### config.mk
export PLATFORM = sky130hd
export DESIGN_NAME = vector_lane_sequencer
export DESIGN_NICKNAME = d
export VERILOG_FILES = /design/src/rtl/vec_pkg.sv /design/src/rtl/vector_lane_mux.sv /design/src/rtl/vector_lane_sequencer.sv
export SDC_FILE = /design/constraint.sdc
export NUM_CORES = 1
export LEC_CHECK = 0
export ABC_CLOCK_PERIOD_IN_PS = 2200
export BUFFER_PORTS_ARGS = -buffer_cell sky130_fd_sc_hd__buf_4
export CAP_MARGIN = 10
export CORE_MARGIN = 2
export CORE_UTILIZATION = 51
export CTS_CLUSTER_DIAMETER = 120
export DETAILED_ROUTE_END_ITERATION = 8
export PLACE_DENSITY = 0.78
export SLEW_MARGIN = 20
export SYNTH_ARGS = -nofsm -noshare
export SYNTH_HDL_FRONTEND = slang
export SYNTH_SLANG_ARGS = --single-unit
### constraint.sdc
create_clock -name clk -period 2.2 [get_ports clk]
set_clock_uncertainty 0.1 [all_clocks]
set_input_delay 0.33 -clock clk [delete_from_list [all_inputs] [get_ports clk]]
set_output_delay 0.33 -clock clk [all_outputs]
set_load 0.02 [all_outputs]
### src/rtl/vec_pkg.sv
// Shared definitions for the vector lane sequencer: ALU opcodes, FSM states, idle ALU function.
// Latency: n/a (constants and types only).
// Backpressure: n/a.
package vec_pkg;

  // Scalar ALU function encoding
  localparam logic [2:0] OP_ADD = 3'b000;
  localparam logic [2:0] OP_SUB = 3'b001;
  localparam logic [2:0] OP_MOV = 3'b010;
  localparam logic [2:0] OP_MUL = 3'b011;
  localparam logic [2:0] OP_DIV = 3'b100;
  localparam logic [2:0] OP_CMP = 3'b101;

  // Function presented to the ALU whenever no lane is being issued
  localparam logic [2:0] ALU_F_IDLE = OP_MOV;

  typedef enum logic [1:0] {
    ST_IDLE  = 2'd0,
    ST_ISSUE = 2'd1,
    ST_DONE  = 2'd2
  } seq_state_t;

endpackage

### src/rtl/vector_lane_mux.sv
// Selects one N-bit element (lane) out of a packed LANES*N vector.
// Latency: combinational.
// Backpressure: none.
module vector_lane_mux
  import vec_pkg::*;
#(
  parameter int N     = 8,
  parameter int LANES = 4,
  parameter int LW    = $clog2(LANES)
) (
  input  logic [LANES*N-1:0] vec,
  input  logic [LW-1:0]      lane,
  output logic [N-1:0]       elem
);

  // Compare-and-select per lane; out-of-range lane numbers yield zero
  always_comb begin
    elem = '0;
    for (int i = 0; i < LANES; i++) begin
      if (lane == LW'(i)) elem = vec[i*N +: N];
    end
  end

endmodule

### src/rtl/vector_lane_sequencer.sv
// Serialises one vector instruction into LANES scalar ALU operations, gathering results into a vector.
// Latency: accept at edge k, lane i written at edge k+1+i, out_valid from edge k+LANES; one instr per LANES+2 cycles.
// Backpressure: in_ready only in IDLE; result held in DONE until out_ready. Option macro: VLS_DIV0_GUARD_EN.
module vector_lane_sequencer
  import vec_pkg::*;
#(
  parameter int N     = 8,
  parameter int LANES = 4
) (
  input  logic               clk,
  input  logic               rst,
  input  logic               in_valid,
  output logic               in_ready,
  input  logic [2:0]         in_op,
  input  logic [LANES*N-1:0] in_va,
  input  logic [LANES*N-1:0] in_vb,
  output logic [N-1:0]       alu_a,
  output logic [N-1:0]       alu_b,
  output logic [2:0]         alu_f,
  input  logic [N-1:0]       alu_result,
  output logic               out_valid,
  input  logic               out_ready,
  output logic [LANES*N-1:0] out_vr,
  output logic               out_div0
);

  localparam int             LW        = $clog2(LANES);
  localparam logic [LW-1:0]  LAST_LANE = LW'(LANES - 1);

  seq_state_t         state_q, state_d;
  logic [LW-1:0]      lane_q, lane_d;
  logic [2:0]         op_q, op_d;
  logic [LANES*N-1:0] va_q, va_d;
  logic [LANES*N-1:0] vb_q, vb_d;
  logic [LANES*N-1:0] vr_q, vr_d;
  logic [N-1:0]       lane_a, lane_b, wr_dat;
  logic               div0_hit;
`ifdef VLS_DIV0_GUARD_EN
  logic               div0_q, div0_d;
`endif

  vector_lane_mux #(.N(N), .LANES(LANES), .LW(LW)) u_mux_a (
    .vec  (va_q),
    .lane (lane_q),
    .elem (lane_a)
  );

  vector_lane_mux #(.N(N), .LANES(LANES), .LW(LW)) u_mux_b (
    .vec  (vb_q),
    .lane (lane_q),
    .elem (lane_b)
  );

  // Lane write data: ALU result, replaced by all-ones on a guarded divide by zero
  always_comb begin
    wr_dat   = alu_result;
    div0_hit = 1'b0;
`ifdef VLS_DIV0_GUARD_EN
    div0_hit = (op_q == OP_DIV) && (lane_b == '0);
    if (div0_hit) wr_dat = '1;
`endif
  end

  // Next-state logic: accept in IDLE, walk the lanes in ISSUE, wait for downstream in DONE
  always_comb begin
    state_d = state_q;
    case (state_q)
      ST_IDLE:  if (in_valid) state_d = ST_ISSUE;
      ST_ISSUE: if (lane_q == LAST_LANE) state_d = ST_DONE;
      ST_DONE:  if (out_ready) state_d = ST_IDLE;
      default:  state_d = ST_IDLE;
    endcase
  end

  // Datapath: capture operands on accept, write one result lane per ISSUE cycle
  always_comb begin
    lane_d = lane_q;
    op_d   = op_q;
    va_d   = va_q;
    vb_d   = vb_q;
    vr_d   = vr_q;
`ifdef VLS_DIV0_GUARD_EN
    div0_d = div0_q;
`endif
    if (state_q == ST_IDLE && in_valid) begin
      op_d   = in_op;
      va_d   = in_va;
      vb_d   = in_vb;
      lane_d = '0;
`ifdef VLS_DIV0_GUARD_EN
      div0_d = 1'b0;
`endif
    end else if (state_q == ST_ISSUE) begin
      for (int i = 0; i < LANES; i++) begin
        if (lane_q == LW'(i)) vr_d[i*N +: N] = wr_dat;
      end
      lane_d = (lane_q == LAST_LANE) ? '0 : lane_q + LW'(1);
`ifdef VLS_DIV0_GUARD_EN
      div0_d = div0_q | div0_hit;
`endif
    end
  end

  // Outputs decoded from state and registers only
  always_comb begin
    in_ready  = (state_q == ST_IDLE) && !rst;
    out_valid = (state_q == ST_DONE);
    out_vr    = vr_q;
    alu_a     = '0;
    alu_b     = '0;
    alu_f     = ALU_F_IDLE;
    if (state_q == ST_ISSUE) begin
      alu_a = lane_a;
      alu_b = lane_b;
      alu_f = op_q;
    end
`ifdef VLS_DIV0_GUARD_EN
    out_div0 = div0_q;
`else
    out_div0 = 1'b0;
`endif
  end

  // State registers with synchronous reset that drops any in-flight instruction
  always_ff @(posedge clk) begin
    if (rst) begin
      state_q <= ST_IDLE;
      lane_q  <= '0;
      op_q    <= '0;
      va_q    <= '0;
      vb_q    <= '0;
      vr_q    <= '0;
`ifdef VLS_DIV0_GUARD_EN
      div0_q  <= 1'b0;
`endif
    end else begin
      state_q <= state_d;
      lane_q  <= lane_d;
      op_q    <= op_d;
      va_q    <= va_d;
      vb_q    <= vb_d;
      vr_q    <= vr_d;
`ifdef VLS_DIV0_GUARD_EN
      div0_q  <= div0_d;
`endif
    end
  end

endmodule

Word-level counts from Yosys, hierarchy flattened
Cells that the tools add are included.

word-level totals
  register bits = 103

cells by class
  $add $sub $neg = 1
  equal/unequal tests = 8
  mux-type cells = 16
  bitwise operators = 1
  reduce and logical (&&, ||, !) cells = 11

operators by type and width
  kind                                                   number
  2-to-1 mux 8 bit                                       10
  AND reduction 3 bit                                    5
  2-to-1 mux 2 bit                                       4
  == test 2 bit, second input constant                   3
  one-hot mux 2 bit (3 select lines)                     1
  == test 2 x 1 -> 1 bit, second input constant          2
  zero test 2 bit                                        2
  inequality test 2 x 1 -> 1 bit, second input constant  2
  2-to-1 mux 3 bit                                       1
  adder 2 x 1 -> 2 bit, second input constant            1
  logical AND 1 bit                                      2
  inequality test 2 bit, second input constant           1
  OR reduction 2 bit                                     1
  zero test 1 bit                                        1
  NOT 1 bit                                              1

Depth between registers and ports, before layout
Gate-level depths: netlist (run 1).

  word-level depth = 6
  depth in mapped cells = 8

Hierarchy
From an unflattened synthesis (run 1), not the netlist that was laid out.

unflattened totals
  cells, all modules = 476
  area total of the unflattened synthesis = 5,036.1 sq um

modules (own cells, without submodules)
  module                 times used  cells each  area an instance (sq um)  sequential area each (sq um)
  vector_lane_sequencer  1           456         4,643.2                   2,062.0
  vector_lane_mux        2           10          196.4                     0.0

Worst setup path before layout (run 1)
No wires, ideal clock.

  path type = register -> output
  start = reg lane_q[1]
  end = out alu_a[6]
  data arrival time = 1,997 ps
  data required time = 1,770 ps
  slack = -227 ps
  cell stages (with the launch flop) = 9
  buffers on the path = 3
  cell sequence = dfxtp_1 -> inv_1 -> ha_1 -> clkbuf_1 -> nor2b_1 -> clkbuf_2 -> buf_6 -> a221oi_1 -> o41ai_1

on the way
  word-level cells in the longest chain between the ends = 6

ends and longest elaborated chain
  item                           line                          RTL
  from (decl)                    vector_lane_sequencer.sv:31   logic [LW-1:0] lane_q, lane_d;
  from (signal assigned)         vector_lane_sequencer.sv:138  lane_q <= lane_d;
  zero test 2 bit                vector_lane_mux.sv:20         if (lane == LW'(i)) elem = vec[i*N +: N];
  2-to-1 mux 8 bit (3 in a row)  vector_lane_mux.sv:20
  2-to-1 mux 8 bit (*)           vector_lane_mux.sv:20
  2-to-1 mux 8 bit (*)           vector_lane_sequencer.sv:112  if (state_q == ST_ISSUE) begin
  to (decl)                      vector_lane_sequencer.sv:17   output logic [N-1:0] alu_a,

Mark *: on every way between the ends. The rest lies on a longest branch, timed or not.

Worst setup path in the final report (run 1)
  start = reg lane_q[0]
  end = out alu_b[6]

on the way
  word-level cells in the longest chain between the ends = 6

ends and longest elaborated chain
  item                           line                          RTL
  zero test 2 bit                vector_lane_mux.sv:20
  2-to-1 mux 8 bit (3 in a row)  vector_lane_mux.sv:20
  2-to-1 mux 8 bit (*)           vector_lane_mux.sv:20
  2-to-1 mux 8 bit (*)           vector_lane_sequencer.sv:112
  to (decl)                      vector_lane_sequencer.sv:18   output logic [N-1:0] alu_b,

Marks and branches as above.

==> impl_metrics.env, run 1 <==
export IMPL_status="complete, but fails checks"
export IMPL_power_switching_mw=1.06
export IMPL_layout_commonest_cell="nand2_1"
export IMPL_grt_pass1_wl_mm=19.3
export IMPL_fin_crit_ns=2.35
export IMPL_dpl_cell_area_mm2=0.00544
export IMPL_grt_max_degree=69
export IMPL_start_util_pct=52.6
export IMPL_synth_top_cell_area_share_pct=48.0
export IMPL_seq_area_frac_synth_pct=48.0
export IMPL_synthAdderAreaFrac_pct=1.16
export IMPL_grt_pass1_vias=4028
export IMPL_cts_tree="yes"
export IMPL_rsz0062_at_grt="true"
export IMPL_grt_antenna_before_repair=0
export IMPL_fp_row_count=33
export IMPL_arrival_ns=1.92
export IMPL_clockRootBuffer="clkbuf_8"
export IMPL_crit_chain="inv_4, ha_4, nor2b_4, buf_8, a221oi_2, o41ai_2, buf_4"
export IMPL_crit_path_max_fanout=8
export IMPL_p_int_mw=2.79
export IMPL_setup_viol=16
export IMPL_final_cell_mix="nand2_1, buf_4, a21oi_1, dfxtp_1, nand3_1"
export IMPL_dieArea_mm2=0.00918
export IMPL_path_buf_inv=3
export IMPL_pwr_share_comb_pct=16.0
export IMPL_seqCellArea_mm2=0.00207
export IMPL_max_stage_delay_ns=0.38
export IMPL_critPathCaptureType="primary output"
export IMPL_numCtsBuffers=9
export IMPL_drv_cap=0
export IMPL_synth_compound_area_share_pct=18.5
export IMPL_postLayoutSetupSlackWorst_ns=-0.150
export IMPL_tns_ns=-1.70
export IMPL_critical_path_top_delay_family="buffers and inverters"
export IMPL_drt_iter0_markers=393
export IMPL_hold_buffers=0
export IMPL_place_ws_ns=0.114
export IMPL_ys_top_cells_by_area="dfxtp_1, nand2_1, a21oi_1"
export IMPL_ys_warn_count=0
export IMPL_finalNonFillerCells=766
export IMPL_cts_sinks=103
export IMPL_clkLatencyLatePin_ns=0.36
export IMPL_wire_per_inst_um=16.0
export IMPL_powerDensity_mw_per_mm2=660
export IMPL_dr_pass1_iters=5
export IMPL_ioPinCount=133
export IMPL_htree_levels=3
export IMPL_clkPwrFrac_pct=31.5
export IMPL_place_inst=746
export IMPL_fill_cells=647
export IMPL_fin_crit_sh_pct=107
export IMPL_grt_usage_pct=27.2
export IMPL_muxShareOfSynthArea_pct=0.233
export IMPL_cts_buffer_depth=2
export IMPL_final_max_slew_violation_count=0
export IMPL_final_area_mm2=0.00583
export IMPL_syn_area_per_cell_um2=7.86
export IMPL_drive_above_1_share_pct=31.2
export IMPL_synth_top_family_by_area="simple AND/OR/NAND/NOR gates"
export IMPL_coreArea_mm2=0.00818
export IMPL_yosys_cell_types_count=27
export IMPL_ys_ff_latch=103
export IMPL_hold_path_class="in2reg"
export IMPL_synthXorXnorAreaFrac_pct=0
export IMPL_route_final_wire_length_mm=12.3
export IMPL_cts_clk_slew_worst_paths_ns=0.10
export IMPL_swShare_pct=27.5
export IMPL_cp_slowest_cell="dfxtp_4"
export IMPL_power_frac_seq_pct=52.5
export IMPL_grt_overflow_total=0
export IMPL_relSlewSlack_pct=55.4
export IMPL_yosys_area_top_type="dfxtp_1"
export IMPL_gp_congestion=0.884
export IMPL_die_h_um=95.8
export IMPL_post_drt_via_cell_ratio=5.63
export IMPL_peakVddDrop_mv=0.421
export IMPL_fin_util_pct=71.3
export IMPL_dr_total_vias=4315
export IMPL_port_buffers=131
export IMPL_die_x_um=95.8
export IMPL_multi_input_area_mm2=0.00219
export IMPL_diodes=0
export IMPL_synthesis_area_mm2=0.00430
export IMPL_drc_errors=0
export IMPL_syn_to_final_growth_pct=35.5
export IMPL_violations="negative setup slack"
export IMPL_hpwl_mm=8.10
export IMPL_clock_fmax_mhz=426
export IMPL_synth_cells=547
export IMPL_worst_slew_pin_slew_ns=0.668
export IMPL_required_ns=1.77
export IMPL_synth_simple_area_share_pct=25.3
export IMPL_leakage_nw=2.41
export IMPL_syn_nets=630
export IMPL_nets=739
export IMPL_hold_viol_final=0
export IMPL_crit_path_start_kind="flop"
export IMPL_ant_nets=0
export IMPL_crit_type="reg2out"
-- final timing paths --
check / endpoint / slack [ns] / startpoint / cells past startpoint
worst max-delay path: alu_b[6] / -0.15 / lane_q[0] / 7
worst min-delay path: vb_q[5] / 0.10 / in_vb[5] / 3
worst max register to register: out_vr[16] / 0.50 / lane_q[0] / 7
worst min register to register: out_vr[1] / 0.36 / out_vr[1] / 2
-- logic make-up (layout without fill, tap and decap cells) --
| family | count (synthesis) | after routing |
|---|---|---|
| muxes | 1 | 1 |
| buffers and inverters | 55 | 169 |
| AOI/OAI and AO/OA | 134 | 134 |
| adders and majority gates | 4 | 4 |
| and+or+nand+nor | 249 | 249 |
| other | 1 | 1 |
| DFF | 103 | 103 |
-- synthesized netlist by cell type --
cell type    n
nand2_1    167
dfxtp_1    103
a21oi_1    100
nand3_1     48
buf_2       22
clkbuf_1    19
nor2b_1     19
a221oi_1    16
o41ai_1     16
buf_6        5
buf_4        4
ha_1         4
nand3b_1     4
nand2b_1     3
and2_1       2
buf_1        2
inv_1        2
nor3_1       2
a211oi_1     1
clkbuf_2     1
conb_1       1
mux2i_1      1
nor2_1       1
nor3b_2      1
o21a_1       1
or3_1        1
or3b_1       1
-- stage by stage --
| step | hold WS, ns | total power [mW] |
|---|---|---|
| 3_5_place_dp | 0.345 | 2.62 |
| 2_1_floorplan | 0.331 | 2.38 |
| 3_3_place_gp | 0.340 | 2.60 |
| 6_report | 0.100 | 3.85 |
| 4_1_cts | 0.0889 | 3.85 |
| 5_1_grt | 0.0941 | 4.01 |
-- power by group through the flow --
stage                     registers [mW]  clock network [mW]  logic (mW)
after floorplan                     2.05                   0       0.335
after global placement              2.05                   0       0.552
after detailed placement            2.05                   0       0.567
after CTS                           2.01                1.23       0.602
after global routing                2.03                1.31       0.667
final                               2.02                1.21       0.615
-- cell type report --
type                            count  area share, %
Tap cell                          105           2.26
Clock buffer                       10           2.36
Clock inverter                      6           1.16
Inverter                            2          0.215
Sequential cell                   103           35.5
Timing Repair Buffer              151           20.8
Multi-Input combinational cell    389           37.6
-- repair_timing --
item / in CTS / in global routing
gates resized for setup: 34 / 2
pin swaps: 18 / 1
buffers inserted: 2 / 1
cloned: 1 / 0
endpoints found under the setup margin: 16 / 16
hold endpoints to repair: 0 / 0
-- routing by layer --
metal	GRT usage, %	share of wire (%)	up-vias
met5	0	0	-
met4	11.0	1.9	0
met3	5.56	7.8	20
met2	44.8	49	180
met1	35.0	41	2042
li1	-	-	2073
-- tightest hold or removal path, delay by kind of cell --
family / cells / cell delay [ns]
buffers and inverters: 1 / 0.10
AO/OA/AOI/OAI: 1 / 0.05
AND/OR/NAND/NOR: 1 / 0.04
-- sequential cells by signal, indices dropped and copies added, names as in the netlist --
signal   cells
op_q         3
va_q        32
state_q      2
out_vr      32
vb_q        32
lane_q       2
Note: power is estimated with default switching activity, not from simulation.
==> inputs of run 2 (changes only) <==
--- a/config.mk
+++ b/config.mk
@@ -5,11 +5,12 @@
 export SDC_FILE = /design/constraint.sdc
 export NUM_CORES = 1
 export LEC_CHECK = 0
+export ABC_AREA = 1
 export ABC_CLOCK_PERIOD_IN_PS = 2200
 export BUFFER_PORTS_ARGS = -buffer_cell sky130_fd_sc_hd__buf_4
 export CAP_MARGIN = 10
 export CORE_MARGIN = 2
-export CORE_UTILIZATION = 51
+export CORE_UTILIZATION = 53
 export CTS_CLUSTER_DIAMETER = 120
 export DETAILED_ROUTE_END_ITERATION = 8
 export PLACE_DENSITY = 0.78
==> run 2 against run 1 <==
  * The flow now finishes without violations
  * Area after synthesis grew 19%
  * Die area grew 13%
  * Sequential power grew 2%
  * Hold slack lost 0.029 ns
  * Largest cell class unchanged
  * Routed wire length grew 12%
  * Flip-flop and latch count is the same
  * Combinational power grew 29%
  * Critical endpoint is now alu_b[5]
  * Power grew 4.8%
  * Clock power shrank 4%
  * Maximum frequency grew 9.8%
  * Via count grew 19%
  * Clock-buffer cell count grew 1
==> impl_metrics.env, run 2 <==
export IMPL_status="completed"
export IMPL_crit_path_start="lane_q[0]"
export IMPL_place_inst=1040
export IMPL_yosys_area_top_type="dfxtp_1"
export IMPL_numCtsBuffers=9
export IMPL_crit_type="reg2out"
export IMPL_ys_ff_latch=103
export IMPL_pwr_share_comb_pct=19.7
export IMPL_nets=1010
export IMPL_rsz0062_at_grt="true"
export IMPL_critPathCaptureType="primary output"
export IMPL_syn_to_final_growth_pct=26.2
export IMPL_grt_pass1_vias=4714
export IMPL_drc_errors=0
export IMPL_cts_buffer_depth=2
export IMPL_gp_congestion=0.965
export IMPL_coreArea_mm2=0.00928
export IMPL_required_ns=1.77
export IMPL_fin_crit_sh_pct=97.3
export IMPL_r2r_start="lane_q[0]"
export IMPL_drv_cap=0
export IMPL_r2r_slack_ns=0.71
export IMPL_final_max_slew_violation_count=0
export IMPL_grt_max_degree=68
export IMPL_powerDensity_mw_per_mm2=627
export IMPL_post_drt_via_cell_ratio=4.83
export IMPL_fin_util_pct=69.2
export IMPL_r2r_cells=6
export IMPL_synth_top_cell_area_share_pct=40.5
export IMPL_hold_buffers=0
export IMPL_port_buffers=131
export IMPL_synth_main_ff_cell="dfxtp_1"
export IMPL_endpoint="alu_b[5]"
export IMPL_wire_per_inst_um=12.9
export IMPL_p_int_mw=2.81
export IMPL_ioPinCount=133
export IMPL_synthesis_area_mm2=0.00509
export IMPL_dpl_cell_area_mm2=0.00609
export IMPL_clockRootBuffer="clkbuf_8"
export IMPL_drive_above_1_share_pct=20.8
export IMPL_grt_usage_pct=26.1
export IMPL_finalNonFillerCells=1061
export IMPL_final_area_mm2=0.00643
export IMPL_r2r_end="out_vr[17]"
export IMPL_arrival_ns=1.71
export IMPL_start_util_pct=54.9
export IMPL_total_power_mw=4.03
export IMPL_hold_path_class="in2reg"
export IMPL_synth_commonest_cells="nor2_1, nand2_1, inv_1"
export IMPL_layout_commonest_cell="nor2_1"
export IMPL_synth_edf_count=0
export IMPL_drt_iter0_markers=369
export IMPL_dieArea_mm2=0.0104
export IMPL_dr_total_vias=5127
export IMPL_die_x_um=102
export IMPL_fin_crit_ns=2.14
export IMPL_syn_nets=900
export IMPL_clkPwrFrac_pct=28.8
export IMPL_diodes=0
export IMPL_syn_area_per_cell_um2=6.24
export IMPL_grt_pass1_wl_mm=21.5
export IMPL_async_flop_share_pct=0
export IMPL_synth_cells=817
export IMPL_ant_nets=0
export IMPL_crit_path_max_fanout=5
export IMPL_route_final_wire_length_mm=13.7
export IMPL_grt_overflow_total=0
export IMPL_cts_sinks=103
export IMPL_grt_antenna_before_repair=0
export IMPL_hpwl_mm=9.15
export IMPL_ys_warn_count=0
export IMPL_leakage_nw=3.60
export IMPL_crit_path_start_kind="flop"
export IMPL_yosysMostFrequentCell="nor2_1"
export IMPL_clkLatencyLatePin_ns=0.36
export IMPL_swShare_pct=30.2
export IMPL_clock_fmax_mhz=467
export IMPL_power_switching_mw=1.22
export IMPL_final_cell_mix="nor2_1, nand2_1, buf_4"
export IMPL_die_h_um=102
export IMPL_setup_viol=0
export IMPL_fill_cells=814
export IMPL_hold_viol_final=0
export IMPL_seq_area_frac_synth_pct=40.5
export IMPL_yosys_cell_types_count=19
export IMPL_fp_row_count=35
export IMPL_cts_tree="yes"
export IMPL_cts_clk_slew_worst_paths_ns=0.09
export IMPL_power_frac_seq_pct=51.5
export IMPL_ys_top_cells_by_area="dfxtp_1, nor2_1, nand2_1"
export IMPL_htree_levels=3
export IMPL_dr_pass1_iters=5
export IMPL_peakVddDrop_mv=0.395
run 2: cell count changes after synthesis, moves of 16 or more:
cell,before,now
o41ai_1,16,0
nor2b_1,19,0
nand3_1,48,85
a221oi_1,16,0
inv_1,2,108
nor2_1,1,235
nand2_1,167,202
a21oi_1,100,20
run 2: area by class of cell:
cell class / instances / area, um2 / share of cell area [%]
Inverter: 112 / 428 / 6.66
Multi-Input combinational cell: 556 / 2410 / 37.4
Sequential cell: 103 / 2070 / 32.2
Clock buffer: 11 / 151 / 2.35
Timing Repair Buffer: 145 / 1170 / 18.2
Tap cell: 129 / 161 / 2.51
Clock inverter: 5 / 41.3 / 0.642
run 2: per-layer routing:
metal	up-vias	global-route usage, %	share of wire, %
met5	-	0	0
met3	24	3.76	6.9
li1	2639	-	-
met1	2255	33.4	43
met4	0	9.95	1.8
met2	209	44.5	48
run 2: worst min-delay path by stage:
| stage | from | slack (ns) | endpoint | cells past startpoint |
|---|---|---|---|---|
| finish | rst | 0.07 | state_q[0] | 2 |
| global route | rst | 0.05 | state_q[0] | 2 |
| floorplan | rst | 0.30 | state_q[0] | 1 |
| detailed placement | op_q[1] | 0.36 | op_q[1] | 2 |
| global placement | op_q[1] | 0.35 | op_q[1] | 2 |
| CTS | rst | 0.05 | state_q[0] | 2 |
run 2: kinds of logic after synthesis:
family | after synthesis | synth area share [%]
compound gates | 20 | 1.96
simple gates | 529 | 42.6
buf+inv | 160 | 13.9
flops | 103 | 40.5
fa+ha+maj | 4 | 0.982
other cells | 1 | 0.0736
run 2: worst max-delay path, stage by stage (launching register included):
cell and delay (ns):
dfxtp_4 0.38, ha_2 0.23, inv_2 0.14, nand3_2 0.19, nor2_2 0.16, nand2_1 0.07, nand2_1 0.06, buf_4 0.13
run 2: per-stage QoR:
stage	TNS, ns	hold WS (ns)	worst slack, ns
2_1_floorplan	0	0.299	0.314
3_3_place_gp	0	0.348	0.237
3_5_place_dp	0	0.358	0.164
4_1_cts	0	0.0464	0.000435
5_1_grt	-0.0444	0.0550	-0.0158
6_report	0	0.0714	0.0591
run 2: what timing repair did:
item / CTS / global route
setup buffers: 3 / 0
cloned: 1 / 1
setup endpoints to repair: 16 / 17
gates resized for setup: 11 / 19
run 2: power by group through the flow:
stage                     logic [mW]  registers [mW]  clock network (mW)
after floorplan                0.477            2.11                   0
after global routing           0.885            2.09                1.24
after CTS                      0.781            2.07                1.17
after global placement         0.747            2.10                   0
after detailed placement       0.761            2.11                   0
final                          0.794            2.07                1.16
==> inputs of run 3 (changes only) <==
--- a/config.mk
+++ b/config.mk
@@ -14,6 +14,7 @@
 export CTS_CLUSTER_DIAMETER = 120
 export DETAILED_ROUTE_END_ITERATION = 8
 export PLACE_DENSITY = 0.78
+export RECOVER_POWER = 100
 export SLEW_MARGIN = 20
 export SYNTH_ARGS = -nofsm -noshare
 export SYNTH_HDL_FRONTEND = slang
==> run 3 against run 2 <==
  * Utilization is 1.4 points lower
  * Critical path depth is 1 higher
  * Global-route usage stayed put
  * Routed wire length is 0.15% lower
  * Worst setup slack worse by 0.015 ns
  * Final cell count stayed put
  * Critical endpoint is now alu_a[2]
  * Design area is 2.1% lower
  * Combinational power is 2.5% lower
  * Sequential share of layout area is 0.68 points higher
  * Largest cell class unchanged
  * Sequential power hardly changed
  * Register-to-register slack worse by 0.33 ns
==> impl_metrics.env, run 3 (synthesized netlist as in run 2, its figures left out) <==
export IMPL_crit_type="reg2out"
export IMPL_path_buf_inv=3
export IMPL_grt_overflow_total=0
export IMPL_numCtsBuffers=9
export IMPL_cp_slowest_cell="dfxtp_4"
export IMPL_arrival_ns=1.73
export IMPL_status="completed"
export IMPL_gp_congestion=0.965
export IMPL_ant_nets=0
export IMPL_cts_sinks=103
export IMPL_clkLatencyLatePin_ns=0.36
export IMPL_cts_buffer_depth=2
export IMPL_grt_antenna_before_repair=0
export IMPL_wire_per_inst_um=12.9
export IMPL_layout_commonest_cell="nor2_1"
export IMPL_worst_slew_pin_slew_ns=0.758
export IMPL_syn_to_final_growth_pct=23.6
export IMPL_grt_pass1_wl_mm=21.5
export IMPL_max_stage_delay_ns=0.40
export IMPL_route_final_wire_length_mm=13.7
export IMPL_crit_chain="inv_2, ha_2, buf_6, a21oi_1, nand2_1, nand2_1, nand2_1, buf_4"
export IMPL_fin_crit_ns=2.16
export IMPL_multi_input_area_mm2=0.00241
export IMPL_crit_path_start_kind="flop"
export IMPL_grt_pass1_vias=4714
export IMPL_final_cell_mix="nor2_1, nand2_1, buf_4"
export IMPL_fin_hold_ws_ns=0.0684
export IMPL_relSlewSlack_pct=49.5
export IMPL_diodes=0
export IMPL_final_max_slew_violation_count=0
export IMPL_required_ns=1.77
export IMPL_powerDensity_mw_per_mm2=635
export IMPL_post_drt_via_cell_ratio=4.82
export IMPL_grt_max_degree=68
export IMPL_drive_above_1_share_pct=17.4
export IMPL_fp_row_count=35
export IMPL_setup_viol=0
export IMPL_die_h_um=102
export IMPL_ioPinCount=133
export IMPL_leakage_nw=3.46
export IMPL_clockRootBuffer="clkbuf_8"
export IMPL_htree_levels=3
export IMPL_clock_fmax_mhz=464
export IMPL_cts_tree="yes"
export IMPL_start_util_pct=54.9
export IMPL_peakVddDrop_mv=0.394
export IMPL_coreArea_mm2=0.00928
export IMPL_fin_util_pct=67.8
export IMPL_hold_viol_final=0
export IMPL_hold_path_class="in2reg"
export IMPL_fin_crit_sh_pct=98.0
export IMPL_final_area_mm2=0.00630
export IMPL_drc_errors=0
export IMPL_dpl_cell_area_mm2=0.00609
export IMPL_crit_path_max_fanout=17
export IMPL_drt_iter0_markers=359
export IMPL_seqCellArea_mm2=0.00207
export IMPL_rsz0062_at_grt="true"
export IMPL_die_x_um=102
export IMPL_critPathCaptureType="primary output"
export IMPL_cts_clk_slew_worst_paths_ns=0.09
export IMPL_dr_pass1_iters=5
export IMPL_nets=1010
export IMPL_dieArea_mm2=0.0104
export IMPL_port_buffers=131
export IMPL_fill_cells=850
export IMPL_place_inst=1040
export IMPL_critical_path_top_delay_family="flip-flops"
export IMPL_hpwl_mm=9.15
export IMPL_cpMostUsedCell="nand2_1"
export IMPL_finalNonFillerCells=1061
export IMPL_drv_cap=0
export IMPL_dr_total_vias=5113
export IMPL_grt_usage_pct=26.1
export IMPL_hold_buffers=0
-- run 3: changes by cell type in the layout (fill, tap and decap cells not counted), sizes merged --
cell	change
clkbuf	+33
buf	-33
-- run 3: metrics by stage --
step	setup TNS, ns	power, mW	setup slack [ns]
2_1_floorplan	0	2.59	0.314
3_3_place_gp	0	2.85	0.237
3_5_place_dp	0	2.87	0.164
4_1_cts	0	4.02	0.000435
5_1_grt	-0.0444	4.19	-0.0158
6_report	0	4.00	0.0440
-- run 3: final cells by class --
cell class,count,share of cell area (%)
Sequential cell,103,32.8
Clock inverter,5,0.656
Tap cell,129,2.56
Multi-Input combinational cell,556,38.2
Timing Repair Buffer,145,16.5
Inverter,112,6.80
Clock buffer,11,2.40
-- run 3: worst paths after layout --
check                                 from         end  slack, ns  cells after the start
worst min-delay path                   rst  state_q[0]       0.07                      2
worst max-delay path             lane_q[0]    alu_a[2]       0.04                      8
worst min register to register    vb_q[11]    vb_q[11]       0.38                      2
worst max register to register  state_q[0]     vb_q[3]       0.38                      6
-- run 3: report_power, final --
part           switching [mW]  internal (mW)
Combinational           0.456          0.318
Clock                   0.669          0.482
Sequential             0.0800           1.99
Total                    1.21           2.79
-- run 3: metal layers --
layer,wire (um),GRT usage (%),up-vias
met1,5960,33.4,2239
met5,0,0,-
li1,-,-,2642
met4,271,9.95,0
met3,929,3.76,30
met2,6500,44.5,202
-- run 3: what timing repair did --
| action | CTS | global route |
|---|---|---|
| cloned | 1 | 1 |
| resized for setup | 11 | 19 |
| pin swaps | 0 | 0 |
| buffers inserted | 3 | 0 |
| endpoints found under the setup margin | 16 | 17 |
-- run 3: worst reg2reg max path: stages, from the launching register on --
cell	delay (ns)
dfxtp_2	0.43
nor2_4	0.15
nand2_1	0.11
inv_2	0.06
clkbuf_4	0.61
nor2_1	0.17
nor2_1	0.13
